[src/rtl/uart_crc_tx_ctrl_pkg.sv]
// Shared types and the CRC-8 helper for the UART CRC frame sequencer and its RX-side checker.
package uart_crc_tx_ctrl_pkg;

  typedef enum logic [2:0] {
    StIdle,
    StLoad,
    StWait,
    StCrcLoad,
    StCrcWait
  } state_e;

  localparam logic [7:0] Crc8PolyDefault = 8'h07;

  // MSB-first, non-reflected, one byte per call.
  function automatic logic [7:0] crc8_upd(input logic [7:0] crc, input logic [7:0] data,
                                          input logic [7:0] poly);
    logic [7:0] c;
    c = crc;
    for (int i = 0; i < 8; i++) begin
      c = {c[6:0], 1'b0} ^ ((c[7] ^ data[7-i]) ? poly : 8'h00);
    end
    return c;
  endfunction

endpackage

[src/rtl/uart_crc_tx_ctrl_if.sv]
// Byte-stream input and UART_TX control signals of the frame sequencer.
interface uart_crc_tx_ctrl_if;
  logic [7:0] s_data_i;
  logic       s_valid_i;
  logic       s_last_i;
  logic       s_ready_o;
  logic [7:0] utx_data_o;
  logic       utx_we_o;
  logic       utx_en_o;
  logic       utx_done_i;

  modport slave (
    input  s_data_i, s_valid_i, s_last_i, utx_done_i,
    output s_ready_o, utx_data_o, utx_we_o, utx_en_o
  );

  modport master (
    output s_data_i, s_valid_i, s_last_i, utx_done_i,
    input  s_ready_o, utx_data_o, utx_we_o, utx_en_o
  );
endinterface

[src/rtl/uart_crc_tx_ctrl_crc8_byte.sv]
// Combinational byte-wide CRC-8 update; shared with the RX-side checker.
module uart_crc_tx_ctrl_crc8_byte
  import uart_crc_tx_ctrl_pkg::*;
#(
  parameter logic [7:0] POLY = Crc8PolyDefault
) (
  input  logic [7:0] crc_i,
  input  logic [7:0] data_i,
  output logic [7:0] crc_o
);

  assign crc_o = crc8_upd(crc_i, data_i, POLY);

endmodule

[src/rtl/uart_crc_tx_ctrl.sv]
// Frame sequencer for UART_TX: loads each payload byte, waits for its completion and appends a
// CRC-8 byte after the last one, with a per-byte timeout and an overlength cut-off.
module uart_crc_tx_ctrl
  import uart_crc_tx_ctrl_pkg::*;
#(
  parameter logic [7:0]  CRC_POLY    = Crc8PolyDefault,
  parameter logic [7:0]  CRC_INIT    = 8'h00,
  parameter int unsigned MAX_LEN     = 255,
  parameter int unsigned TIMEOUT_CYC = 8192
) (
  input  logic               clk_master,
  input  logic               rst_i,
  uart_crc_tx_ctrl_if.slave  bus,
  output logic               busy_o,
  output logic               frame_done_o,
  output logic               frame_err_o,
  output logic [7:0]         crc_o,
  output logic [7:0]         byte_cnt_o
);

  localparam int unsigned     TmoW    = $clog2(TIMEOUT_CYC + 1);
  localparam logic [TmoW-1:0] TmoLast = TmoW'(TIMEOUT_CYC - 1);
  localparam logic [7:0]      MaxLen  = 8'(MAX_LEN);

  state_e          state_q, state_d;
  logic [7:0]      data_q, data_d;
  logic            last_q, last_d;
  logic            ovl_q, ovl_d;
  logic [7:0]      crc_q, crc_d;
  logic [7:0]      cnt_q, cnt_d;
  logic [TmoW-1:0] tmo_q, tmo_d;
  logic            done_q;
  logic            en_q, en_d;
  logic            busy_q, busy_d;
  logic [7:0]      crc_out_q, crc_out_d;
  logic            fdone_q, fdone_d;
  logic            ferr_q, ferr_d;

  logic [7:0] crc_base, crc_upd, cnt_inc;
  logic       done_edge, tmo_hit, at_max;

  // Outside a frame the CRC and byte count restart from their initial values.
  assign crc_base  = busy_q ? crc_q : CRC_INIT;
  assign cnt_inc   = (busy_q ? cnt_q : 8'd0) + 8'd1;
  assign at_max    = (cnt_inc == MaxLen);
  assign done_edge = bus.utx_done_i & ~done_q;
  assign tmo_hit   = (tmo_q == TmoLast);

  uart_crc_tx_ctrl_crc8_byte #(
    .POLY (CRC_POLY)
  ) u_crc (
    .crc_i  (crc_base),
    .data_i (bus.s_data_i),
    .crc_o  (crc_upd)
  );

  always_comb begin
    state_d   = state_q;
    data_d    = data_q;
    last_d    = last_q;
    ovl_d     = ovl_q;
    crc_d     = crc_q;
    cnt_d     = cnt_q;
    tmo_d     = tmo_q;
    en_d      = en_q;
    busy_d    = busy_q;
    crc_out_d = crc_out_q;
    fdone_d   = 1'b0;
    ferr_d    = 1'b0;
    unique case (state_q)
      StIdle: begin
        if (bus.s_valid_i) begin
          data_d  = bus.s_data_i;
          crc_d   = crc_upd;
          cnt_d   = cnt_inc;
          last_d  = bus.s_last_i | at_max;
          ovl_d   = ~bus.s_last_i & at_max;
          en_d    = 1'b1;
          busy_d  = 1'b1;
          state_d = StLoad;
        end
      end
      StLoad: begin
        tmo_d   = '0;
        state_d = StWait;
      end
      StWait: begin
        tmo_d = tmo_q + 1'b1;
        if (done_edge) begin
          if (last_q) begin
            data_d  = crc_q;
            state_d = StCrcLoad;
          end else begin
            state_d = StIdle;
          end
        end else if (tmo_hit) begin
          ferr_d  = 1'b1;
          en_d    = 1'b0;
          busy_d  = 1'b0;
          state_d = StIdle;
        end
      end
      StCrcLoad: begin
        tmo_d   = '0;
        state_d = StCrcWait;
      end
      StCrcWait: begin
        tmo_d = tmo_q + 1'b1;
        if (done_edge) begin
          crc_out_d = crc_q;
          fdone_d   = 1'b1;
          ferr_d    = ovl_q;
          en_d      = 1'b0;
          busy_d    = 1'b0;
          state_d   = StIdle;
        end else if (tmo_hit) begin
          ferr_d  = 1'b1;
          en_d    = 1'b0;
          busy_d  = 1'b0;
          state_d = StIdle;
        end
      end
      default: state_d = StIdle;
    endcase
  end

  always_ff @(posedge clk_master or posedge rst_i) begin
    if (rst_i) begin
      state_q   <= StIdle;
      data_q    <= 8'h00;
      last_q    <= 1'b0;
      ovl_q     <= 1'b0;
      crc_q     <= CRC_INIT;
      cnt_q     <= 8'h00;
      tmo_q     <= '0;
      done_q    <= 1'b0;
      en_q      <= 1'b0;
      busy_q    <= 1'b0;
      crc_out_q <= 8'h00;
      fdone_q   <= 1'b0;
      ferr_q    <= 1'b0;
    end else begin
      state_q   <= state_d;
      data_q    <= data_d;
      last_q    <= last_d;
      ovl_q     <= ovl_d;
      crc_q     <= crc_d;
      cnt_q     <= cnt_d;
      tmo_q     <= tmo_d;
      done_q    <= bus.utx_done_i;
      en_q      <= en_d;
      busy_q    <= busy_d;
      crc_out_q <= crc_out_d;
      fdone_q   <= fdone_d;
      ferr_q    <= ferr_d;
    end
  end

  assign bus.s_ready_o  = (state_q == StIdle);
  assign bus.utx_we_o   = (state_q == StLoad) || (state_q == StCrcLoad);
  assign bus.utx_data_o = data_q;
  assign bus.utx_en_o   = en_q;
  assign busy_o         = busy_q;
  assign frame_done_o   = fdone_q;
  assign frame_err_o    = ferr_q;
  assign crc_o          = crc_out_q;
  assign byte_cnt_o     = cnt_q;

endmodule

[src/flat_wrapper.sv]
// flat-port wrapper written by rule: the top's interface ports become plain ports
module uart_crc_tx_ctrl_flat import uart_crc_tx_ctrl_pkg::*;
#(
  parameter logic [7:0]  CRC_POLY    = Crc8PolyDefault,
  parameter logic [7:0]  CRC_INIT    = 8'h00,
  parameter int unsigned MAX_LEN     = 255,
  parameter int unsigned TIMEOUT_CYC = 8192
)
  (clk_master, rst_i, busy_o, frame_done_o, frame_err_o, crc_o, byte_cnt_o, bus_s_data_i, bus_s_valid_i, bus_s_last_i, bus_utx_done_i, bus_s_ready_o, bus_utx_data_o, bus_utx_we_o, bus_utx_en_o);
  uart_crc_tx_ctrl_if bus_i ();
  input  logic clk_master;
  input  logic rst_i;
  output logic busy_o;
  output logic frame_done_o;
  output logic frame_err_o;
  output logic [7:0] crc_o;
  output logic [7:0] byte_cnt_o;
  input wire logic [$bits(bus_i.s_data_i)-1:0] bus_s_data_i;
  input wire logic [$bits(bus_i.s_valid_i)-1:0] bus_s_valid_i;
  input wire logic [$bits(bus_i.s_last_i)-1:0] bus_s_last_i;
  input wire logic [$bits(bus_i.utx_done_i)-1:0] bus_utx_done_i;
  output wire logic [$bits(bus_i.s_ready_o)-1:0] bus_s_ready_o;
  output wire logic [$bits(bus_i.utx_data_o)-1:0] bus_utx_data_o;
  output wire logic [$bits(bus_i.utx_we_o)-1:0] bus_utx_we_o;
  output wire logic [$bits(bus_i.utx_en_o)-1:0] bus_utx_en_o;
  assign bus_i.s_data_i = bus_s_data_i;
  assign bus_i.s_valid_i = bus_s_valid_i;
  assign bus_i.s_last_i = bus_s_last_i;
  assign bus_i.utx_done_i = bus_utx_done_i;
  assign bus_s_ready_o = bus_i.s_ready_o;
  assign bus_utx_data_o = bus_i.utx_data_o;
  assign bus_utx_we_o = bus_i.utx_we_o;
  assign bus_utx_en_o = bus_i.utx_en_o;
  uart_crc_tx_ctrl #(.CRC_POLY(CRC_POLY), .CRC_INIT(CRC_INIT), .MAX_LEN(MAX_LEN), .TIMEOUT_CYC(TIMEOUT_CYC)) u_core (.clk_master(clk_master), .rst_i(rst_i), .bus(bus_i), .busy_o(busy_o), .frame_done_o(frame_done_o), .frame_err_o(frame_err_o), .crc_o(crc_o), .byte_cnt_o(byte_cnt_o));
endmodule
[config.mk]
export PLATFORM = sky130hd
export DESIGN_NAME = uart_crc_tx_ctrl_flat
export DESIGN_NICKNAME = d
export VERILOG_FILES = /design/src/rtl/uart_crc_tx_ctrl_pkg.sv /design/src/rtl/uart_crc_tx_ctrl_if.sv /design/src/rtl/uart_crc_tx_ctrl_crc8_byte.sv /design/src/rtl/uart_crc_tx_ctrl.sv /design/src/flat_wrapper.sv
export SDC_FILE = /design/constraint.sdc
export NUM_CORES = 1
export LEC_CHECK = 0
export ABC_CLOCK_PERIOD_IN_PS = 5200
export CORE_UTILIZATION = 50
export DETAILED_ROUTE_END_ITERATION = 8
export GPL_ROUTABILITY_DRIVEN = 0
export PLACE_DENSITY = 0.74
export SYNTH_ARGS = -nofsm -noshare
export SYNTH_HDL_FRONTEND = slang
export SYNTH_HIERARCHICAL = 1
export SYNTH_SLANG_ARGS = --single-unit
[constraint.sdc]
create_clock -name clk_master -period 5.2 [get_ports clk_master]
set_input_delay 0.52 -clock clk_master [delete_from_list [all_inputs] [get_ports clk_master]]
set_output_delay 0.52 -clock clk_master [all_outputs]
set_load 0.01 [all_outputs]
==> results of run 1 <==
[layer usage]
metal / vias up / share of wire / track usage
li1: 1110 / - / -
met1: 1072 / 0.49 / 0.2972
met2: 43 / 0.46 / 0.3284
met3: 9 / 0.036 / 0.04023
met4: 0 / 0.012 / 0.06545
met5: - / 0 / 0
[layout make-up]
cell class	instances	area (µm²)
flip-flops and latches	56	1401
multi-input cells	222	1435
repair buffers	43	427.9
clock inverters	2	16.27
inverters	12	45.04
clock buffers	6	72.57
fillers	489	2120
well taps	72	90.09
[layout by cell type, fill, tap and decap left out, types with 3 or more instances in the layout]
master	n
a21oi_2	8
a21oi_1	9
and2_1	11
nor3_2	3
dfrtp_1	56
mux2_2	8
nand2b_1	5
clkbuf_8	5
nand4_1	9
a21o_1	3
inv_1	10
nor3_1	3
nor2_1	21
nand2_1	47
xor2_1	7
a22o_1	3
ha_1	3
nand3_1	16
xnor2_1	16
mux2i_1	16
clkdlybuf4s50_1	42
o21ai_0	12
[worst reg2reg max path, stage by stage (launching register included)]
cell and delay, ns:
dfrtp_1 0.52, nor3_2 0.76, a41o_1 0.78, nor2_1 0.12, a21oi_2 0.13
[cell families (layout without fill, tap and decap cells)]
family | Yosys count | after routing | synth area share
AOI/OAI and AO/OA | 47 | 47 | 0.1084
xor gates and xnor gates | 23 | 23 | 0.06762
adders and majority gates | 3 | 3 | 0.01260
buffers and inverters | 25 | 63 | 0.04788
DFF | 56 | 56 | 0.4704
muxes | 24 | 24 | 0.08400
and+or+nand+nor | 125 | 125 | 0.2092
[flip-flops by register name, summed over array words and instances, names as in the netlist]
signal / cells
u_core/tmo_q: 14
u_core/ovl_q: 1
u_core/bus.utx_data_o: 8
u_core/crc_o: 8
u_core/byte_cnt_o: 8
u_core/frame_err_o: 1
u_core/last_q: 1
u_core/crc_q: 8
u_core/busy_o: 1
u_core/state_q: 3
u_core/done_q: 1
u_core/bus.utx_en_o: 1
u_core/frame_done_o: 1
[how the worst max path moves through the flow]
stage	from	slack [ns]	endpoint	cells after the start
2_1_floorplan	u_core/busy_o$_DFFE_PP0P_	2.97	u_core/ovl_q$_DFFE_PP0P_	9
3_3_place_gp	u_core/state_q[0]$_DFFE_PP0P_	2.91	u_core/bus.utx_data_o[5]$_DFFE_PP0P_	4
3_5_place_dp	u_core/state_q[0]$_DFFE_PP0P_	2.82	u_core/bus.utx_data_o[1]$_DFFE_PP0P_	4
4_1_cts	u_core/state_q[0]$_DFFE_PP0P_	2.70	bus_utx_we_o	3
5_1_grt	u_core/state_q[1]$_DFFE_PP0P_	2.57	u_core/bus.utx_data_o[3]$_DFFE_PP0P_	5
6_report	u_core/state_q[0]$_DFFE_PP0P_	2.72	bus_utx_we_o	3
[metrics by stage]
step / power [µW] / std cells / util
after floorplan: 1532 / 303 / -
after global placement: 1809 / 405 / 0.6062
after detailed placement: 1840 / 405 / 0.6062
after CTS: 2091 / 413 / 0.6220
after global routing: 2234 / 413 / 0.6220
final: 2074 / 413 / 0.6220
[power groups by stage]
stage / clock (µW) / sequential [µW] / combinational [µW]
after floorplan: 0 / 742 / 789
after global placement: 0 / 755 / 1050
after detailed placement: 0 / 764 / 1080
after CTS: 251 / 756 / 1080
after global routing: 265 / 783 / 1190
final: 240 / 756 / 1080
==> results.tsv, run 1 <==
stage	metric	value	unit
synth	synth top area cells	dfrtp_1 47%, nand2_1 5.9%, mux2i_1 5.4%	
pwr	net switching power figure	868.8	µW
global_route	initial antenna violation count	0	
critical_path	critical path class	flop to output pin	
critical_path	flop2flop setup slack	2.83	ns
route	final wirelength	6.083	mm
synth	Synth Warn #	6	
route	ANT nets after route	0	
pwr	Flop pwr share	0.365	
clock_tree	Root Buffer	clkbuf_8	
timing	Hold WS	0.4960	ns
critical_path	critical path required time	4.68	ns
timing	post-layout min period	2.481	ns
synth	Mapped Area	2979	µm²
synth	ys async rst share	1.000	
floorplanning	die area	6271	µm²
floorplanning	num ports	43	
timing	final setup vio count	0	
final_layout	nets@finish	356	
timing	max-slew violations	0	
route	routed length per placed instance	14.73	µm
floorplanning	die width	79.19	µm
place	IO Port Bufs	42	
clock_tree	post_cts resized	0	
place	detailed placement HPWL	4.284	mm
clock_tree	Clk Latency, worst-skew pair	0.31	ns
synth	Synth Net Count	319	
clock_tree	Worst-path clk slew	0.10	ns
clock_tree	Max Buffers Root-to-Sink	2	
clock_tree	htree depth	2	
synth	Cell variety after synth	43	
min_path	worst hold path endpoint	u_core/ovl_q$_DFFE_PP0P_	
clock_tree	Post-CTS Hold Fix Bufs	0	
synth	top-count cell post-synth	dfrtp_1	
route	Initial DRT Pass Iterations	4	
synth	Post-Syn Instances	303	
place	pre-CTS setup slack	2.820	ns
floorplanning	Starting Density	0.5312	
pwr	worst vdd ir	0.0003608	V
clock_tree	CTS Sinks	56	
global_route	grt ovf	0	
critical_path	Worst Setup End Kind	output pin	
timing	Fmax achieved	403.1	MHz
pwr	Sw Ratio	0.4189	
floorplanning	Die Y	79.19	µm
synth	count of state elements after synthesis	56	
route	DRC	0	
critical_path	WP buf/inv	2	
global_route	Tot GR Track Use	0.2113	
min_path	hold depth	2	
pwr	cell internal pwr	1205	µW
critical_path	Critical Path Fanout Max	15	
final_layout	design area	3488	µm²
synth	share of Yosys cell area claimed by the top area cell type	0.4704	
outcome	status	completed	
route	routed vias/inst	5.409	
timing	final setup margin	2.719	ns
synth	Synth Flop Type	dfrtp_1	
critical_path	slowest CP cell	dfrtp_1	
final_layout	# diodes	0	
clock_tree	CTS Buf Count	5	
pwr	clock share of power	0.116	
global_route	largest net degree at the start of global routing	57	
timing	final hold violation count	0	
critical_path	critical path arrival	1.96	ns
critical_path	Reg-to-Reg End	u_core/bus.utx_data_o[0]$_DFFE_PP0P_	
critical_path	startpoint types	flop	
final_layout	share of cells above drive strength 1	0.1026	
route	via count	2234	
run	max-cap violation count	0	
timing	final setup TNS	0	ns
route	initial DRC count	125	
synth	synthesized area per cell	9.832	µm²
global_route	number of global-route vias before repair	2136	
timing	RSZ-0062 raised after global routing	false	
pwr	Power Dens Cells	594.5	nW/µm²
timing	relative slew slack	0.4060	
floorplanning	core area	5608	µm²
clock_tree	Post-CTS Setup Bufs	0	
critical_path	CP cell instances	nand2b_1, inv_1, clkdlybuf4s50_1	
synth	Post-synth top cells	56 x dfrtp_1, 47 x nand2_1, 21 x nor2_1	
min_path	Hold Startpoint	u_core/ovl_q$_DFFE_PP0P_	
critical_path	Worst R2R Start	u_core/state_q[0]$_DFFE_PP0P_	
clock_tree	CTS tree	yes	
floorplanning	row count	27	
synth	cell taking the most area after synthesis	dfrtp_1	
synth	Post-synth EDFFs	0	
timing	Final period util	0.4771	
timing	clock skew	0.005894	ns
critical_path	cell family with most CP delay	buffers and inverters	
pwr	Leak	0.001548	µW
place	post-placement cell area	3400	µm²
timing	Worst-Margin Slew	0.8862	ns
critical_path	max incr delay on CP	0.57	ns
min_path	Hold WC Path Type	flop to flop	
pwr	Combinational Power Share	0.520	
critical_path	Reg2Reg Depth	4	
global_route	first-pass GRT wire length	10.31	mm
final_layout	synth-to-layout area growth	17.09	%
synth	register area share after synthesis	0.4704	
Power figures use the tool's default switching activity.
==> run 2, diff against run 1 <==
Settings changed: ABC_CLOCK_PERIOD_IN_PS 5200 to 2350.
Clock period 5.2 ns to 2.35 ns, I/O delays scaled along.
==> run 2 against run 1 <==
  * Critical path depth shrank 1
  * Combinational power rose by 130%
  * Utilization grew 1.0 points
  * Sequential power up 110%
  * Total power rose by 130%
  * Global-route usage is 0.052 points lower
  * Highest routed layer unchanged
  * First-iteration DRC count decreased by 4.8%
  * Clock skew up 0.0039 ns
  * Non-clock buffer count up 5
==> results.tsv, run 2 (same netlist as run 1, synthesis figures left out) <==
stage	metric	value	unit	change
outcome	status	completed		unchanged
floorplanning	row count	27		unchanged
route	final wirelength	6.017	mm	was 6.083 mm
route	initial DRC count	119		was 125
route	Initial DRT Pass Iterations	4		unchanged
clock_tree	CTS Buf Count	5		unchanged
timing	final setup TNS	0	ns	unchanged
critical_path	critical path required time	2.12	ns	was 4.68 ns
timing	Fmax achieved	509.3	MHz	
timing	clock skew	0.009839	ns	was 0.005894 ns
critical_path	Critical Path Fanout Max	10		was 15
timing	Worst-Margin Slew	0.5471	ns	was 0.8862 ns
critical_path	critical path arrival	1.73	ns	was 1.96 ns
global_route	met1 usage	0.2903		was 0.2972
place	post-placement cell area	3450	µm²	was 3400 µm²
global_route	first-pass GRT wire length	10.25	mm	was 10.31 mm
floorplanning	Die Y	79.19	µm	unchanged
critical_path	WP buf/inv	1		was 2
clock_tree	CTS Sinks	56		unchanged
route	DRC	0		unchanged
critical_path	critical path class	flop to output pin		unchanged
final_layout	max reg flops	14		unchanged
clock_tree	Worst-path clk slew	0.10	ns	about the same
final_layout	Top reg by flops	u_core/tmo_q		unchanged
pwr	worst vdd ir	0.0007178	V	was 0.0003608 V
route	routed length per placed instance	14.39	µm	was 14.73 µm
final_layout	commonest non-fill, non-tap cells in the layout	56 x dfrtp_1, 47 x nand2_1, 42 x clkdlybuf4s50_1, 21 x nor2_1		unchanged
clock_tree	Max Buffers Root-to-Sink	2		unchanged
clock_tree	Root Buffer	clkbuf_8		unchanged
critical_path	Worst R2R Start	u_core/state_q[0]$_DFFE_PP0P_		unchanged
final_layout	design area	3547	µm²	was 3488 µm²
timing	Final period util	0.8355		
clock_tree	Post-CTS Setup Bufs	0		unchanged
pwr	Power Dens Cells	1317	nW/µm²	was 594.5 nW/µm²
final_layout	share of cells above drive strength 1	0.1185		was 0.1026
route	routed vias/inst	5.278		was 5.409
critical_path	CP cell instances	nor3_2, clkdlybuf4s50_1		was nand2b_1, inv_1, clkdlybuf4s50_1
timing	final setup vio count	0		unchanged
timing	relative slew slack	0.6341		was 0.4060
floorplanning	num ports	43		unchanged
clock_tree	Post-CTS Hold Fix Bufs	0		unchanged
place	pre-CTS setup slack	0.3657	ns	was 2.820 ns
place	detailed placement HPWL	4.276	mm	was 4.284 mm
global_route	largest net degree at the start of global routing	38		was 57
route	via count	2206		was 2234
floorplanning	die width	79.19	µm	unchanged
global_route	grt ovf	0		unchanged
timing	final setup margin	0.3867	ns	was 2.719 ns
timing	Hold WS	0.2267	ns	was 0.4960 ns
timing	final hold violation count	0		unchanged
global_route	met2 Use GR	0.3362		was 0.3284
floorplanning	core area	5608	µm²	unchanged
final_layout	# diodes	0		unchanged
floorplanning	die area	6271	µm²	unchanged
min_path	Hold WC Path Type	input pin to asynchronous set/reset pin		was flop to flop
critical_path	Worst Setup End Kind	output pin		unchanged
timing	post-layout min period	1.963	ns	
global_route	met3 Use GR	0.03793		was 0.04023
timing	max-slew violations	0		unchanged
final_layout	synth-to-layout area growth	19.07	%	was 17.09%
run	max-cap violation count	0		unchanged
final_layout	fillers	509		was 489
route	ANT nets after route	0		unchanged
critical_path	cell family with most CP delay	buffers and inverters		unchanged
final_layout	fin cells	418		was 413
clock_tree	CTS tree	yes		unchanged
global_route	initial antenna violation count	0		unchanged
critical_path	crit path from	u_core/state_q[0]$_DFFE_PP0P_		unchanged
timing	RSZ-0062 raised after global routing	false		unchanged
place	IO Port Bufs	42		unchanged
clock_tree	post_cts resized	0		unchanged
clock_tree	htree depth	2		unchanged
critical_path	slowest CP cell	clkdlybuf4s50_1		was dfrtp_1
floorplanning	Starting Density	0.5312		unchanged
global_route	grt peak-use layer	met2		unchanged
pwr	Leak	0.001578	µW	was 0.001548 µW
critical_path	max incr delay on CP	0.59	ns	was 0.57 ns
critical_path	startpoint types	flop		unchanged
global_route	Tot GR Track Use	0.2108		was 0.2113
place	post-placement cell count	410		was 405
global_route	number of global-route vias before repair	2172		was 2136
final_layout	most common cell after layout, fill and taps aside	dfrtp_1		unchanged
final_layout	nets@finish	361		was 356
clock_tree	Clk Latency, worst-skew pair	0.31	ns	about the same
[run 2: worst paths after layout]
kind | to | slack, ns | cells after the start
setup reg to reg | u_core/byte_cnt_o[3]$_DFFE_PP0P_ | 0.55 | 6
max in group asynchronous | u_core/frame_err_o$_DFF_PP0_ | 1.57 | 3
hold / removal | u_core/bus.utx_data_o[6]$_DFFE_PP0P_ | 0.23 | 2
min in group clk_master | u_core/done_q$_DFF_PP0_ | 0.44 | 1
setup / recovery | bus_s_ready_o | 0.39 | 2
hold reg to reg | u_core/tmo_q[11]$_DFFE_PP0P_ | 0.48 | 1
[run 2: power by group]
group | switching, µW | total, µW | internal, µW
Sequential | 332 | 1620 | 1290
Clock | 318 | 557 | 239
Combinational | 1270 | 2490 | 1220
Total | 1920 | 4670 | 2750
[run 2: layout make-up]
type | instances | area [µm²] | area share
tap | 72 | 90.09 | 0.02540
timing repair buffer | 48 | 478.0 | 0.1347
multi-input combinational | 222 | 1435 | 0.4046
sequential | 56 | 1401 | 0.3951
clock inverter | 2 | 15.01 | 0.004233
clock buffer | 6 | 82.58 | 0.02328
inverter | 12 | 45.04 | 0.01270
[run 2: routing by layer]
layer  vias up  part of all wire
li1       1121                 -
met4         0             0.010
met5         -                 0
met2        33              0.46
met1      1045              0.50
met3         7             0.032
[run 2: metrics by stage]
step | utilization | power [µW]
detailed placement | 0.6151 | 4132
finish | 0.6325 | 4671
floorplan | - | 3389
global route | 0.6325 | 5034
CTS | 0.6325 | 4706
global placement | 0.6151 | 4073
==> run 3, diff against run 2 <==
Settings changed: ABC_CLOCK_PERIOD_IN_PS 2350 to 2000.
Clock period 2.35 ns to 2 ns, I/O delays scaled along.
==> run 3 against run 2 <==
  * Sequential power grew 17%
  * Clock power grew 15%
  * Flip-flop and latch count is the same
  * Critical endpoint unchanged
  * Largest cell class unchanged
  * Highest routed layer unchanged
==> results.tsv, run 3 (same netlist as run 1, synthesis figures left out) <==
stage	metric	value	unit	change
outcome	status	completed		unchanged
timing	final hold violation count	0		unchanged
clock_tree	Clk Latency, worst-skew pair	0.31	ns	about the same
global_route	largest net degree at the start of global routing	57		was 38
critical_path	critical path arrival	1.71	ns	was 1.73 ns
critical_path	Worst R2R Start	u_core/byte_cnt_o[0]$_DFFE_PP0P_		was u_core/state_q[0]$_DFFE_PP0P_
timing	clock skew	0.008321	ns	was 0.009839 ns
clock_tree	Max Buffers Root-to-Sink	2		unchanged
place	post-placement cell count	416		was 410
final_layout	nets@finish	367		was 361
min_path	Hold WC Path Type	input pin to asynchronous set/reset pin		unchanged
timing	final setup TNS	0	ns	unchanged
floorplanning	Starting Density	0.5312		unchanged
global_route	Tot GR Track Use	0.2096		was 0.2108
floorplanning	core area	5608	µm²	unchanged
clock_tree	Worst-path clk slew	0.11	ns	was 0.10 ns
timing	Final period util	0.9539		
pwr	Leak	0.001612	µW	was 0.001578 µW
place	IO Port Bufs	42		unchanged
route	final wirelength	5.968	mm	was 6.017 mm
global_route	first-pass GRT wire length	10.21	mm	was 10.25 mm
critical_path	Critical Path Fanout Max	6		was 10
global_route	grt ovf	0		unchanged
clock_tree	Post-CTS Setup Bufs	0		unchanged
critical_path	max incr delay on CP	0.60	ns	was 0.59 ns
timing	final setup vio count	0		unchanged
critical_path	crit path from	u_core/state_q[1]$_DFFE_PP0P_		was u_core/state_q[0]$_DFFE_PP0P_
route	ANT nets after route	0		unchanged
floorplanning	Die Y	79.19	µm	unchanged
critical_path	critical path required time	1.80	ns	was 2.12 ns
clock_tree	Root Buffer	clkbuf_8		unchanged
critical_path	startpoint types	flop		unchanged
clock_tree	Post-CTS Hold Fix Bufs	0		unchanged
pwr	Power Dens Cells	1550	nW/µm²	was 1317 nW/µm²
route	initial DRC count	106		was 119
critical_path	flop2flop setup slack	0.20	ns	was 0.55 ns
final_layout	fin cells	424		was 418
route	DRC	0		unchanged
final_layout	Top reg by flops	u_core/tmo_q		unchanged
floorplanning	die width	79.19	µm	unchanged
critical_path	slowest CP cell	clkdlybuf4s50_1		unchanged
critical_path	Reg2Reg Depth	6		unchanged
clock_tree	CTS tree	yes		unchanged
timing	relative slew slack	0.7329		was 0.6341
global_route	number of global-route vias before repair	2099		was 2172
critical_path	critical path class	flop to output pin		unchanged
pwr	worst vdd ir	0.0008273	V	was 0.0007178 V
critical_path	CP cell instances	nor3_2, clkdlybuf4s50_1		unchanged
final_layout	fin util	0.6394		was 0.6325
pwr	cell internal pwr	3267	µW	was 2748 µW
route	Initial DRT Pass Iterations	4		unchanged
clock_tree	CTS Buf Count	5		unchanged
run	max-cap violation count	0		unchanged
timing	max-slew violations	0		unchanged
critical_path	Reg-to-Reg End	u_core/ovl_q$_DFFE_PP0P_		was u_core/byte_cnt_o[3]$_DFFE_PP0P_
route	via count	2276		was 2206
place	detailed placement HPWL	4.242	mm	was 4.276 mm
pwr	Flop pwr share	0.341		was 0.348
timing	Fmax achieved	524.2	MHz	
pwr	net switching power figure	2290	µW	was 1923 µW
pwr	Combinational Power Share	0.544		was 0.533
floorplanning	row count	27		unchanged
final_layout	# diodes	0		unchanged
timing	post-layout min period	1.908	ns	
route	routed length per placed instance	14.08	µm	was 14.39 µm
final_layout	max reg flops	14		unchanged
pwr	clock share of power	0.116		was 0.119
floorplanning	die area	6271	µm²	unchanged
clock_tree	htree depth	2		unchanged
final_layout	synth-to-layout area growth	20.37	%	was 19.07%
final_layout	most common cell after layout, fill and taps aside	dfrtp_1		unchanged
timing	RSZ-0062 raised after global routing	false		unchanged
clock_tree	post_cts resized	0		unchanged
global_route	initial antenna violation count	0		unchanged
clock_tree	CTS Sinks	56		unchanged
final_layout	share of cells above drive strength 1	0.1335		was 0.1185
pwr	Sw Ratio	0.4121		was 0.4117
timing	Worst-Margin Slew	0.3978	ns	was 0.5471 ns
route	routed vias/inst	5.368		was 5.278
critical_path	Critical Path End	bus_s_ready_o		unchanged
floorplanning	num ports	43		unchanged
critical_path	Worst Setup End Kind	output pin		unchanged
final_layout	commonest non-fill, non-tap cells in the layout	56 x dfrtp_1, 47 x nand2_1, 42 x clkdlybuf4s50_1, 21 x nor2_1		unchanged
-- run 3: per-stage QoR --
stage | setup slack [ns] | instance area, µm² | power [µW] | hold slack [ns]
detailed placement | 0.2142 | 3495 | 4929 | 0.4711
CTS | 0.06441 | 3586 | 5595 | 0.2500
floorplan | 0.01226 | 2985 | 3994 | 0.2314
finish | 0.09216 | 3586 | 5557 | 0.2389
global placement | 0.2713 | 3495 | 4860 | 0.4559
global route | 0.03775 | 3586 | 5973 | 0.2836
-- run 3: metal layers --
layer | GRT usage | wire length [µm] | up-vias
met3 | 0.03793 | 242 | 6
li1 | - | - | 1128
met4 | 0.05455 | 62 | 0
met1 | 0.3005 | 2954 | 1096
met5 | 0 | 0 | -
met2 | 0.3267 | 2709 | 46
-- run 3: how the worst min path moves through the flow --
| stage | end | depth (start not counted) |
|---|---|---|
| 6_report | u_core/bus.utx_data_o[1]$_DFFE_PP0P_ | 3 |
| 5_1_grt | u_core/bus.utx_data_o[1]$_DFFE_PP0P_ | 3 |
| 4_1_cts | u_core/bus.utx_data_o[1]$_DFFE_PP0P_ | 3 |
| 3_5_place_dp | u_core/ovl_q$_DFFE_PP0P_ | 2 |
| 3_3_place_gp | u_core/tmo_q[11]$_DFFE_PP0P_ | 1 |
| 2_1_floorplan | u_core/done_q$_DFF_PP0_ | 0 |
-- run 3: worst max-delay path: cells and delay by family, from the launching register on --
family	cells	cell delay [ns]
buffers and inverters	1	0.60
AND/OR/NAND/NOR	1	0.33
flip-flops	1	0.47
-- run 3: power groups by stage --
stage | Sequential, µW | Combinational [µW] | Clock (µW)
global placement | 1900 | 2960 | 0
finish | 1890 | 3020 | 642
CTS | 1890 | 3040 | 659
detailed placement | 1910 | 3020 | 0
floorplan | 1930 | 2060 | 0
global route | 1950 | 3330 | 693
-- run 3: area by class of cell --
cell class	instances	area (µm²)
Clock buffer	5	68.82
Clock inverter	3	22.52
Fill cell	492	2022
Inverter	12	45.04
Multi-Input combinational cell	222	1435
Sequential cell	56	1401
Tap cell	72	90.09
Timing Repair Buffer	54	523.0
